`src/rtl/mem_interface_pkg.sv`:
```
// Shared definitions for the memory-side stage: access FSM encoding and RAM geometry.
package mem_interface_pkg;

    localparam int MEM_DATA_W = 32;
    localparam int MEM_ADDR_W = 9;
    localparam int MEM_DEPTH  = 512;

    typedef enum logic [1:0] {
        IDLE   = 2'd0,
        ACCESS = 2'd1,
        DONE   = 2'd2
    } state_t;

endpackage

```
`src/rtl/mem_access_fsm.sv`:
```
// Access sequencer: state register, wait-state counter, registered RAM strobes
// and the one-cycle done/err completion pulses.
module mem_access_fsm
    import mem_interface_pkg::*;
#(
    parameter int WAIT_CYCLES = 0
) (
    input  logic   clk,
    input  logic   clr,
    input  logic   read_req,
    input  logic   write_req,
    input  logic   in_range,
    output state_t state,
    output logic   ram_read,
    output logic   ram_write,
    output logic   done,
    output logic   err,
    output logic   capture
);

    localparam logic [3:0] WAIT_INIT = 4'(WAIT_CYCLES);

    state_t     state_next;
    logic [3:0] cnt;
    logic [3:0] cnt_next;
    logic       read_next;
    logic       write_next;
    logic       done_next;
    logic       err_next;

    always_ff @(posedge clk or negedge clr) begin
        if (!clr) begin
            state     <= IDLE;
            cnt       <= '0;
            ram_read  <= 1'b0;
            ram_write <= 1'b0;
            done      <= 1'b0;
            err       <= 1'b0;
        end else begin
            state     <= state_next;
            cnt       <= cnt_next;
            ram_read  <= read_next;
            ram_write <= write_next;
            done      <= done_next;
            err       <= err_next;
        end
    end

    always_comb begin
        state_next = state;
        cnt_next   = cnt;
        read_next  = ram_read;
        write_next = ram_write;
        done_next  = 1'b0;
        err_next   = 1'b0;
        case (state)
            IDLE: begin
                // Conflicting or out-of-range requests complete with an error and never strobe the RAM.
                if ((read_req && write_req) || ((read_req || write_req) && !in_range)) begin
                    state_next = DONE;
                    done_next  = 1'b1;
                    err_next   = 1'b1;
                end else if (read_req) begin
                    state_next = ACCESS;
                    cnt_next   = WAIT_INIT;
                    read_next  = 1'b1;
                end else if (write_req) begin
                    state_next = ACCESS;
                    cnt_next   = WAIT_INIT;
                    write_next = 1'b1;
                end
            end
            ACCESS: begin
                if (cnt == 4'd0) begin
                    state_next = DONE;
                    read_next  = 1'b0;
                    write_next = 1'b0;
                    done_next  = 1'b1;
                end else begin
                    cnt_next = cnt - 4'd1;
                end
            end
            DONE: begin
                state_next = IDLE;
            end
            default: begin
                state_next = IDLE;
                read_next  = 1'b0;
                write_next = 1'b0;
            end
        endcase
    end

    // MDR samples RAM data on the edge that ends the final read strobe cycle.
    assign capture = ram_read && (state == ACCESS) && (cnt == 4'd0);

endmodule

```
`src/rtl/mem_interface.sv`:
```
// Memory-side stage: MAR/MDR registers in front of the 512x32 RAM, with the
// access sequencing delegated to mem_access_fsm.
module mem_interface
    import mem_interface_pkg::*;
#(
    parameter int DATA_W      = MEM_DATA_W,
    parameter int ADDR_W      = MEM_ADDR_W,
    parameter int WAIT_CYCLES = 0
) (
    input  logic              clk,
    input  logic              clr,
    input  logic [DATA_W-1:0] bus_in,
    input  logic              mar_in,
    input  logic              mdr_in,
    input  logic              mem_read_req,
    input  logic              mem_write_req,
    output logic [DATA_W-1:0] mdr_q,
    output logic              mem_done,
    output logic              mem_err,
    output logic              busy,
    output logic [31:0]       ram_address,
    output logic [DATA_W-1:0] ram_data_in,
    output logic              ram_read,
    output logic              ram_write,
    input  logic [DATA_W-1:0] ram_data_out
);

    state_t            state;
    logic [31:0]       mar;
    logic [31:0]       mar_next;
    logic [DATA_W-1:0] mdr;
    logic              in_range;
    logic              capture;

    // A load in the same IDLE cycle as a request is visible to that request's range check.
    assign mar_next = (!busy && mar_in) ? 32'(bus_in) : mar;
    assign in_range = (mar_next >> ADDR_W) == 32'd0;
    assign busy     = (state != IDLE);

    always_ff @(posedge clk or negedge clr) begin
        if (!clr) begin
            mar <= '0;
            mdr <= '0;
        end else begin
            mar <= mar_next;
            if (!busy && mdr_in) begin
                mdr <= bus_in;
            end else if (capture) begin
                mdr <= ram_data_out;
            end
        end
    end

    mem_access_fsm #(
        .WAIT_CYCLES (WAIT_CYCLES)
    ) u_fsm (
        .clk       (clk),
        .clr       (clr),
        .read_req  (mem_read_req),
        .write_req (mem_write_req),
        .in_range  (in_range),
        .state     (state),
        .ram_read  (ram_read),
        .ram_write (ram_write),
        .done      (mem_done),
        .err       (mem_err),
        .capture   (capture)
    );

    assign mdr_q       = mdr;
    assign ram_address = mar;
    assign ram_data_in = mdr;

endmodule

```
`config.mk`:
```
export PLATFORM = sky130hd
export DESIGN_NAME = mem_interface
export DESIGN_NICKNAME = d
export VERILOG_FILES = /design/src/rtl/mem_interface_pkg.sv /design/src/rtl/mem_access_fsm.sv /design/src/rtl/mem_interface.sv
export SDC_FILE = /design/constraint.sdc
export NUM_CORES = 1
export LEC_CHECK = 0
export CAP_MARGIN = 20
export CORE_ASPECT_RATIO = 0.5
export CORE_MARGIN = 10
export CORE_UTILIZATION = 45
export CTS_CLUSTER_DIAMETER = 40
export DETAILED_ROUTE_END_ITERATION = 6
export HOLD_SLACK_MARGIN = 0.1
export PLACE_DENSITY = 0.86
export SLEW_MARGIN = 15
export SYNTH_ARGS = -nofsm -noshare
export SYNTH_HDL_FRONTEND = slang
export SYNTH_SLANG_ARGS = --single-unit
```
`constraint.sdc`:
```
create_clock -name clk -period 3.6 [get_ports clk]
set_clock_uncertainty 0.15 [all_clocks]
set_input_delay 0.72 -clock clk [delete_from_list [all_inputs] [get_ports clk]]
set_output_delay 0.72 -clock clk [all_outputs]
set_load 0.005 [all_outputs]
```
==> out/metrics.cfg <==
[clock_network]
cts_buffers=9
htree_levels=3
clk_latency_ns=0.32
cts_max_path_buffers=2
cts_tree=yes
cts.sink_count=74
clockRootBuffer=clkbuf_16
clk_pin_slew_ns=0.06
cts_hold_buf=0
cts.repair.resized=0
post-cts-setup-buffers=0

[timing]
finalCritPeriodShare=0.7160
final_hold_viol_count=0
whs_ns=0.3579
setup_viol=0
finalMaxSlewViolations=0
rsz0062_at_grt=no
finalSetupTns_ns=0
layout_setup_ws_ns=1.022
layout_min_cycle_time_ns=2.578
worst_pin_slew_ns=0.9431
max_freq_mhz=387.9
relSlewSlack=0.3713

[global_route]
grt_start_max_net_pins=75
grt_pass1_vias=3172
overflow=0
track_usage=0.1783
grt_pass1_wl_mm=17.64
grt_antenna_before_repair=0

[yosys]
synth_area_sq_um=3697
synthTopCellsByArea=dfrtp_1, mux2_2, mux2_1
synth.area.mux_share=0.2951
ys_types=38
syn_area_per_cell_sq_um=13.16
synth-xor-area-share=0
ys_ff_latch=74
async_reset_ff_frac=1.000
synth_fa_ha_area_frac=0.006768
syn_nets=353
seq_area_frac_synth=0.5008
synth-compound-area-share=0.04162
synth_top_family_by_area=multiplexers
yosys.area.top_type_share=0.5008
synth_ff_type=dfrtp_1
synth_cells=281
yosys.area.top_type=dfrtp_1
synth-edff-count=0
synthSimpleGateAreaFrac=0.06396
synth_warnings=0

[drt]
ant_nets=0
drt_iter0_drc=193
num_vias=2831
firstDrtPassIters=4
finalWirelength_mm=11.43
post-route-drc-count=0
viasPerCell=5.252
wl_per_cell_um=21.20

[power]
p_leak_nw=2.225
irDropWorstVdd_mv=0.2747
p_per_area_nw_per_um2=572.1

[placement]
pre_cts_ws_ns=0.7436
io_buffers=170
dp_hpwl_mm=8.715
gp_congestion=0.7488

[setup_path]
cp-start-kind=flop
path_max_fanout=15
cp.arrival_ns=1.71
crit_type=flop to output pin
worst_setup_path_end_kind=output pin
cp.required_ns=2.73

[die]
io_pins=171
start_util=0.4622
die_area_sq_um=12460
die_w_um=148.2
core.rowCount=23
core_sq_um=8000
die_h_um=84.10

[status]
status=finished clean

[flow_run]
max-cap-violations=0

[min_path]
holdCritPathClass=flop to flop

[layout]
nNetsFinal=494
drive_above_1_share=0.2201
utilization=0.7047
final_common_cell=clkdlybuf4s50_1
final_cell_mix=clkdlybuf4s50_1, dfrtp_1, mux2_2
diodes=0
syn2layout_area_growth_pct=52.49

[worst max-delay path, stage by stage, from the launching register on]
cell and delay (ns):
dfrtp_1 0.69, nor2_2 0.11, inv_1 0.08, clkdlybuf4s50_1 0.50
[per-layer routing]
layer / GRT usage / vias up / part of all wire / wire length (um)
met5: 0 / - / 0 / 0
met4: 0.05188 / 0 / 0.018 / 202
met3: 0.05303 / 16 / 0.047 / 540
met2: 0.3478 / 79 / 0.56 / 6456
met1: 0.1775 / 1464 / 0.37 / 4228
li1: - / 1272 / - / -
[kinds of logic after synthesis]
logic type,Yosys count
DFF,74
AOI/OAI and AO/OA,22
buffers and inverters,48
muxes,97
and+or+nand+nor,38
adders and majority gates,2
[through the flow]
| stage | instance area (sq um) | cells | total power [mW] |
|---|---|---|---|
| 2_1_floorplan | 3697 | 281 | 1.547 |
| 3_3_place_gp | 5270 | 523 | 2.097 |
| 3_5_place_dp | 5270 | 523 | 2.140 |
| 4_1_cts | 5638 | 539 | 3.263 |
| 5_1_grt | 5638 | 539 | 3.364 |
| 6_report | 5638 | 539 | 3.226 |
[registers in the layout (all words and copies together), names as in the netlist]
name             count
ram_address         32
u_fsm.state          2
u_fsm.ram_read       1
mdr_q               32
u_fsm.cnt            4
u_fsm.done           1
u_fsm.ram_write      1
u_fsm.err            1
[power breakdown]
part / internal (mW) / total, mW / switching (mW) / leakage (nW)
Clock: 0.765 / 1.10 / 0.338 / 0.180
Sequential: 1.00 / 1.14 / 0.139 / 0.868
Combinational: 0.662 / 0.983 / 0.321 / 1.18
[final timing paths]
check | to | depth (start not counted) | slack (ns) | start
setup / recovery | busy | 3 | 1.02 | u_fsm.state[1]
min in group asynchronous | u_fsm.ram_write | 1 | 0.37 | clr
hold / removal | ram_address[3] | 1 | 0.36 | ram_address[3]
hold reg to reg | ram_address[3] | 1 | 0.36 | ram_address[3]
max in group asynchronous | ram_address[11] | 1 | 2.30 | clr
setup reg to reg | mdr_q[9] | 7 | 1.07 | u_fsm.cnt[0]
[final cells by class]
class	instances	area, sq um
inverter	4	15.01
sequential	74	1852
fill	532	2362
clock buffer	11	242.7
tap	112	140.1
clock inverter	5	125.1
multi-input combinational	159	1521
timing repair buffer	174	1742
[synthesized netlist by cell type (2+ instances only)]
| library cell | count |
|---|---|
| clkbuf_1 | 2 |
| buf_6 | 3 |
| ha_1 | 2 |
| nor2b_1 | 2 |
| a32o_1 | 2 |
| mux2_1 | 30 |
| or3_1 | 2 |
| nor3_1 | 3 |
| dfrtp_1 | 74 |
| a21oi_1 | 5 |
| nor3b_2 | 2 |
| buf_4 | 35 |
| nand2_1 | 4 |
| mux2_2 | 66 |
| nand4_1 | 2 |
| buf_2 | 4 |
| nand3_1 | 2 |
| o311ai_0 | 2 |
| inv_1 | 4 |
| nor4_1 | 10 |
| nor2_1 | 3 |
| o21ai_0 | 6 |
(Power assumes the default switching activity.)
